### src/rtl/gray_code_counter_pkg.sv
// Shared definitions for the Gray-code counter: full-scale constant helper
// and a reference binary-to-Gray conversion used for constant folding.
package gray_code_counter_pkg;

  // Widest count supported by the helpers below.
  localparam int unsigned MAX_W = 64;

  // All-ones value for a counter of the given width (2^w - 1).
  function automatic logic [MAX_W-1:0] cnt_max(input int unsigned w);
    logic [MAX_W-1:0] m;
    m = '0;
    for (int unsigned i = 0; i < MAX_W; i++) begin
      if (i < w) begin
        m[i] = 1'b1;
      end
    end
    return m;
  endfunction

  // Reflected binary Gray code: each bit is the XOR of itself and the bit above.
  function automatic logic [MAX_W-1:0] bin_to_gray(input logic [MAX_W-1:0] bin);
    return bin ^ (bin >> 1);
  endfunction

endpackage

### src/rtl/gray_code_counter_if.sv
// Control/status bundle between a counter user (master) and the counter (slave).
interface gray_code_counter_if #(
  parameter int unsigned WIDTH = 4
) ();

  logic             en;
  logic             up;
  logic             load;
  logic [WIDTH-1:0] load_val;
  logic [WIDTH-1:0] bin_cnt;
  logic [WIDTH-1:0] gray_cnt;
  logic             tc;
  logic             wrap;

  modport master (
    output en, up, load, load_val,
    input  bin_cnt, gray_cnt, tc, wrap
  );

  modport slave (
    input  en, up, load, load_val,
    output bin_cnt, gray_cnt, tc, wrap
  );

endinterface

### src/rtl/gray_code_counter_gray_encode.sv
// Purely combinational binary-to-Gray encoder, one XOR per bit below the MSB.
module gray_encode #(
  parameter int unsigned WIDTH = 4
) (
  input  logic [WIDTH-1:0] bin,
  output logic [WIDTH-1:0] gray
);

  // MSB passes straight through.
  assign gray[WIDTH-1] = bin[WIDTH-1];

  // Every lower bit records whether it differs from its upper neighbour.
  for (genvar i = 0; i < WIDTH - 1; i++) begin : g_bit
    assign gray[i] = bin[i+1] ^ bin[i];
  end

endmodule

### src/rtl/gray_code_counter.sv
// Up/down binary counter with synchronous load. The Gray image is encoded
// from the next binary value and registered on the same edge, so both
// outputs always describe the same count and gray_cnt is glitch-free.
module gray_code_counter
  import gray_code_counter_pkg::*;
#(
  parameter int unsigned WIDTH     = 4,
  parameter int unsigned RESET_VAL = 0
) (
  input  logic              clk,
  input  logic              rst,
  gray_code_counter_if.slave cnt_if
);

  localparam logic [WIDTH-1:0] CNT_MAX    = WIDTH'(cnt_max(WIDTH));
  localparam logic [WIDTH-1:0] RESET_BIN  = WIDTH'(RESET_VAL);
  localparam logic [WIDTH-1:0] RESET_GRAY = WIDTH'(bin_to_gray(MAX_W'(RESET_VAL)));

  logic [WIDTH-1:0] bin_cnt_p1;
  logic [WIDTH-1:0] gray_cnt_p1;
  logic             wrap_p1;

  logic [WIDTH-1:0] bin_nxt_p0;
  logic [WIDTH-1:0] gray_nxt_p0;
  logic             at_max_p0;
  logic             at_zero_p0;
  logic             tc_p0;

  // ---- stage p0: next-value selection, terminal count, Gray encoding ----

  assign at_max_p0  = (bin_cnt_p1 == CNT_MAX);
  assign at_zero_p0 = (bin_cnt_p1 == '0);

  // A step wraps when counting up from all-ones or down from zero; load masks it.
  assign tc_p0 = cnt_if.en & ~cnt_if.load &
                 ((cnt_if.up & at_max_p0) | (~cnt_if.up & at_zero_p0));

  // Load beats count beats hold; carry/borrow drop off the top naturally.
  always_comb begin
    bin_nxt_p0 = bin_cnt_p1;
    if (cnt_if.load) begin
      bin_nxt_p0 = cnt_if.load_val;
    end else if (cnt_if.en) begin
      if (cnt_if.up) begin
        bin_nxt_p0 = bin_cnt_p1 + WIDTH'(1);
      end else begin
        bin_nxt_p0 = bin_cnt_p1 - WIDTH'(1);
      end
    end
  end

  gray_encode #(
    .WIDTH (WIDTH)
  ) u_gray_encode (
    .bin  (bin_nxt_p0),
    .gray (gray_nxt_p0)
  );

  // ---- stage p1: output registers ----

  // Binary, Gray and wrap all update together; reset overrides load and count.
  always_ff @(posedge clk) begin
    if (rst) begin
      bin_cnt_p1  <= RESET_BIN;
      gray_cnt_p1 <= RESET_GRAY;
      wrap_p1     <= 1'b0;
    end else begin
      bin_cnt_p1  <= bin_nxt_p0;
      gray_cnt_p1 <= gray_nxt_p0;
      wrap_p1     <= tc_p0;
    end
  end

  assign cnt_if.bin_cnt  = bin_cnt_p1;
  assign cnt_if.gray_cnt = gray_cnt_p1;
  assign cnt_if.wrap     = wrap_p1;
  assign cnt_if.tc       = tc_p0;

endmodule

### src/flat_wrapper.sv
// flat-port wrapper written by rule: the top's interface ports become plain ports
module gray_code_counter_flat import gray_code_counter_pkg::*;
#(
  parameter int unsigned WIDTH     = 4,
  parameter int unsigned RESET_VAL = 0
)
  (clk, rst, cnt_if_en, cnt_if_up, cnt_if_load, cnt_if_load_val, cnt_if_bin_cnt, cnt_if_gray_cnt, cnt_if_tc, cnt_if_wrap);
  gray_code_counter_if #(.WIDTH(WIDTH)) cnt_if_i ();
  input  logic clk;
  input  logic rst;
  input wire logic [$bits(cnt_if_i.en)-1:0] cnt_if_en;
  input wire logic [$bits(cnt_if_i.up)-1:0] cnt_if_up;
  input wire logic [$bits(cnt_if_i.load)-1:0] cnt_if_load;
  input wire logic [$bits(cnt_if_i.load_val)-1:0] cnt_if_load_val;
  output wire logic [$bits(cnt_if_i.bin_cnt)-1:0] cnt_if_bin_cnt;
  output wire logic [$bits(cnt_if_i.gray_cnt)-1:0] cnt_if_gray_cnt;
  output wire logic [$bits(cnt_if_i.tc)-1:0] cnt_if_tc;
  output wire logic [$bits(cnt_if_i.wrap)-1:0] cnt_if_wrap;
  assign cnt_if_i.en = cnt_if_en;
  assign cnt_if_i.up = cnt_if_up;
  assign cnt_if_i.load = cnt_if_load;
  assign cnt_if_i.load_val = cnt_if_load_val;
  assign cnt_if_bin_cnt = cnt_if_i.bin_cnt;
  assign cnt_if_gray_cnt = cnt_if_i.gray_cnt;
  assign cnt_if_tc = cnt_if_i.tc;
  assign cnt_if_wrap = cnt_if_i.wrap;
  gray_code_counter #(.WIDTH(WIDTH), .RESET_VAL(RESET_VAL)) u_core (.clk(clk), .rst(rst), .cnt_if(cnt_if_i));
endmodule
### config.mk
export PLATFORM = sky130hd
export DESIGN_NAME = gray_code_counter_flat
export DESIGN_NICKNAME = d
export VERILOG_FILES = /design/src/rtl/gray_code_counter_pkg.sv /design/src/rtl/gray_code_counter_if.sv /design/src/rtl/gray_code_counter_gray_encode.sv /design/src/rtl/gray_code_counter.sv /design/src/flat_wrapper.sv
export SDC_FILE = /design/constraint.sdc
export NUM_CORES = 1
export LEC_CHECK = 0
export ABC_CLOCK_PERIOD_IN_PS = 1900
export BUFFER_PORTS_ARGS = -buffer_cell sky130_fd_sc_hd__buf_4
export CAP_MARGIN = 30
export CORE_AREA = 8 8 45 47
export CTS_CLUSTER_SIZE = 28
export DETAILED_ROUTE_END_ITERATION = 7
export DIE_AREA = 0 0 53 55
export GPL_TIMING_DRIVEN = 0
export PLACE_DENSITY_LB_ADDON = 0.2
export SLEW_MARGIN = 10
export SYNTH_ARGS = -nofsm -noshare
export SYNTH_HDL_FRONTEND = slang
export SYNTH_SLANG_ARGS = --single-unit
### constraint.sdc
create_clock -name clk -period 1.9 [get_ports clk]
set_clock_uncertainty 0.2 [all_clocks]
set_input_delay 0.38 -clock clk [delete_from_list [all_inputs] [get_ports clk]]
set_output_delay 0.38 -clock clk [all_outputs]
set_load 0.02 [all_outputs]
* Word-level counts from Yosys, hierarchy flattened
Index checks and enable logic that the tools add are counted.
** Word-level totals
- Memory bits (read-only) :: 0
- Bits in registers :: 9
- Bits in latches :: 0
- Bits in writable memories :: 0
- Memories kept :: 0
- Logic and storage cells :: 20
** Cells by class
- Add/sub/neg operators :: 2
- Divide/modulo/power cells :: 0
- Reductions and logical operators :: 1
- Equality and inequality tests :: 1
- Shift-type cells :: 0
- $mul :: 0
- Bitwise gates (word level) :: 10
- Muxes and demuxes :: 3
- Order comparisons :: 0
** Operators by type and width (number)
- two-way mux 4 bit :: 3
- adder 4 x 1 -> 4 bit, second input constant :: 1
- AND 1 bit :: 4
- equality test 4 bit, second input constant :: 1
- logical NOT 4 bit :: 1
- subtractor 4 x 1 -> 4 bit, second input constant :: 1
- XOR 1 bit :: 3
- inverter 1 bit :: 2
- OR 1 bit :: 1

* Logic depth before layout (Yosys ltp)
- Depth in word-level cells :: 5
- Depth in mapped cells :: 6
- Depth with buffers taken out :: 6

* Cells and area by module
A second synthesis with hierarchy kept.
** Second synthesis, totals
- Cells, all modules :: 53
- Area, all modules :: 531.8 µm²
** By module, submodules not included
- gray_code_counter :: cells each 49, area an instance 498.0 µm², times used 1, seq. area each 180.2 µm²
- gray_encode :: cells each 4, area an instance 33.8 µm², times used 1, seq. area each 0.0 µm²

* Least setup slack after synthesis
OpenSTA, ideal clock, no wires.
- Path kind :: register to output
- Start :: register u_core.bin_cnt_p1[2] (netlist: u_core.cnt_if.bin_cnt[2])
- End :: output port cnt_if_tc
- Data required time :: 1.320 ns
- Cell stages (with the launch flop) :: 5
- Setup slack :: -0.282 ns
- Arrival :: 1.602 ns
- Path buffers :: 0
- Cells stage by stage :: dfxtp_1 -> or4_1 -> nor2_1 -> a31oi_1 -> nor3b_1
** Between the ends
- Longest elaborated chain between the ends :: 4
- Elaborated cells between the ends (all ways) :: 6
** RTL lines
- start, declared :: line gray_code_counter.sv:19 : logic [WIDTH-1:0] bin_cnt_p1;
- start signal, assigned :: line gray_code_counter.sv:68 : bin_cnt_p1 <= bin_nxt_p0;
- equality test 4 bit / logical NOT 4 bit (equally long branches) :: line gray_code_counter.sv:31, gray_code_counter.sv:32
- AND 1 bit :: line gray_code_counter.sv:36 : ((cnt_if.up & at_max_p0) | (~cnt_if.up & at_zero_p0));
- OR 1 bit (*) :: line gray_code_counter.sv:36
- AND 1 bit (*) :: line gray_code_counter.sv:35 : assign tc_p0 = cnt_if.en & ~cnt_if.load &
- end, declared :: line flat_wrapper.sv:17 : output wire logic [$bits(cnt_if_i.tc)-1:0] cnt_if_tc;
Mark *: on every way between the ends. The rest lies on a longest branch, timed or not.

* Final worst setup path
Same ends and word-level chain as after synthesis.

==> out/results.tsv <==
metric	value	unit
status	complete, but fails checks	
violations	negative setup slack	
post_drt_wl_per_cell	13.3	um
regArea	166	um^2
worstPathCellList	or4_4 > nor2_4 > a31oi_2 > nor3b_2 > buf_4	
fin_cells	91	
ys_types	32	
power_density	698	nW/um^2
final_util	0.542	
gr-max-usage-layer	met2	
clk_latency	250	ps
p_sw	0.164	mW
grtUsageMet1	0.0891	
diodes	0	
period_minus_slack	2190	ps
fmax	0.456	GHz
synth.net_count	65	
post-route-drc-count	0	
clkSinkCount	8	
hold_ws	143	ps
dpl.cell_count	86	
grt_pass1_vias	482	
grt_use_met3	0.0535	
dr.pass1.iters	2	
leakagePower	0.348	nW
num-fill-cells	140	
fp.dieW	53	um
cts_tree	done	
avgSynthCellArea	9.47	um^2
vias_per_cell	5.24	
clockBufferDepth	2	
cts_htree_levels	1	
use_met2	0.156	
gr-usage-all-layers	0.0916	
worstMarginPinSlew	365	ps
rsz0062_at_grt	yes	
place.gp.congestion	0.784	
critical_path.top_delay_family	simple AND/OR/NAND/NOR gates	
rows	14	
drtAntennaViolNets	0	
ys_warn_count	0	
p_comb_frac	0.377	
relSlewSlack	0.756	
ir_worst_vdd	378	uV
dp_hpwl	898	um
critPathMaxStageDelay	520	ps
ios	19	
swShare	0.314	
antenna_found_initial	0	
multiInputGateArea	368	um^2
layout_common_cells	buf_4 (20), nor2_1 (5), dfxtp_1 (5)	
period_share	1.15	
end_kind	primary output	
cp_num_buf_inv	1	
setup_ws	-292	ps
cp-start-kind	flop	
final_nets	89	
die_h	55	um
cap_violations	0	
layout_commonest_cell	buf_4	
drive_gt1_frac	0.520	
hp-class	primary input to flop	
slew_violations	0	
grt_max_degree	11	
postSynthCellCount	53	
grt_pass1_wl	1950	um
vias	477	
cp.required	1320	ps
cpMaxStageDelayCell	or4_4	
p_int	0.359	mW
root_buffer	clkbuf_4	
crit_type	flop to primary output	
cts_hold_buf	0	
grt_overflow	0	
cts_buffers	3	
power.share.sequential	0.384	
setup_viol	2	
hold_violations	0	
syn2layout_area_growth	49.6	%
drt-total-wl	1210	um
drt_iter0_drc	3	
critical_path_arrival	1610	ps
clk_pin_slew	50	ps
clkPwrFrac	0.239	
ys_seq_area_frac	0.319	
start_util	0.363	
netlist_area	502	um^2
ys_ff_latch	8	
numPortBuffers	17	
dp_slack	-273	ps
die_area	2920	um^2
core	1380	um^2
crit_fanout	2	
-- sequential cells by signal (all words and copies together) (netlist names) --
signal and flops:
u_core.cnt_if.bin_cnt 3, u_core.cnt_if.gray_cnt 4, u_core.cnt_if.wrap 1
-- routing by layer --
| metal | part of all wire | vias to the layer above |
|---|---|---|
| met2 | 0.50 | 13 |
| li1 | - | 241 |
| met5 | 0 | - |
| met1 | 0.41 | 223 |
| met3 | 0.082 | 0 |
| met4 | 0 | 0 |
-- worst reg2reg max path, stage by stage, from the launching register on --
cell and delay, ps:
dfxtp_4 340, buf_4 150, fa_2 520, mux2_4 150, mux2i_4 70, or3_1 330
a21oi_2 110
-- cell type report --
type	instances	share of cell area
clock buffers	3	0.0300
multi-input cells	40	0.490
plain buffers	3	0.0317
flip-flops and latches	8	0.222
well taps	16	0.0267
repair buffers	19	0.190
inverters	2	0.0100
-- cells by family (layout without fill, tap and decap cells) --
logic type / Yosys count / after routing / share of synthesized area
flip-flops: 8 / 8 / 0.319
AO/OA/AOI/OAI: 11 / 11 / 0.152
buffers and inverters: 5 / 27 / 0.0623
AND/OR/NAND/NOR: 19 / 19 / 0.242
multiplexers: 4 / 4 / 0.0823
adder cells (fa/ha/maj): 3 / 3 / 0.0898
XOR/XNOR: 3 / 3 / 0.0524
-- worst paths after layout --
path                                                from                        end  slack, ps  cells past startpoint
worst max-delay path            u_core.cnt_if.bin_cnt[2]                  cnt_if_tc       -290                      5
worst min-delay path                                 rst  u_core.cnt_if.gray_cnt[1]        140                      2
worst max register to register  u_core.cnt_if.bin_cnt[1]  u_core.cnt_if.gray_cnt[1]        -30                      6
worst min register to register  u_core.cnt_if.bin_cnt[0]         u_core.cnt_if.wrap        470                      2
-- repair_timing --
action	4_1_cts	5_1_grt
setup endpoints to repair	4	3
setup buffers	1	1
pin swaps	1	5
endpoints found under the hold margin	0	0
gates resized for setup	4	9
-- cells in the mapped netlist --
cell / count / share of area
a211oi_1: 1 / 0.015
a21o_1: 1 / 0.015
a21oi_1: 2 / 0.020
a221o_1: 1 / 0.020
a22oi_1: 1 / 0.015
a31oi_1: 2 / 0.025
and2_1: 1 / 0.012
and3_1: 1 / 0.012
buf_2: 1 / 0.010
buf_4: 1 / 0.015
buf_6: 1 / 0.022
dfxtp_1: 8 / 0.32
fa_1: 1 / 0.040
ha_1: 2 / 0.050
inv_1: 2 / 0.015
mux2_2: 1 / 0.022
mux2i_1: 3 / 0.060
nand3_1: 1 / 0.010
nand3_2: 1 / 0.020
nand3b_1: 1 / 0.015
nor2_1: 6 / 0.045
nor3b_1: 2 / 0.030
nor4b_1: 1 / 0.017
nor4bb_1: 1 / 0.020
o21ai_0: 1 / 0.010
o21bai_1: 1 / 0.015
o2bb2ai_1: 1 / 0.017
or3_1: 2 / 0.025
or4_1: 1 / 0.015
or4b_1: 1 / 0.020
xnor2_1: 2 / 0.035
xor2_1: 1 / 0.017
-- power groups by stage --
stage / registers, mW / clock network [mW] / logic, mW
2_1_floorplan: 0.224 / 0 / 0.0835
3_3_place_gp: 0.206 / 0 / 0.161
3_5_place_dp: 0.206 / 0 / 0.163
4_1_cts: 0.201 / 0.134 / 0.182
5_1_grt: 0.203 / 0.147 / 0.213
6_report: 0.201 / 0.125 / 0.197
-- metrics by stage --
stage / instance area (um^2) / total power, mW / TNS [ps]
detailed placement: 658 / 0.369 / -1120
global route: 751 / 0.563 / -575
finish: 751 / 0.524 / -323
CTS: 713 / 0.517 / -260
global placement: 658 / 0.367 / -919
floorplan: 510 / 0.308 / -75.4
Power figures use the tool's default switching activity.
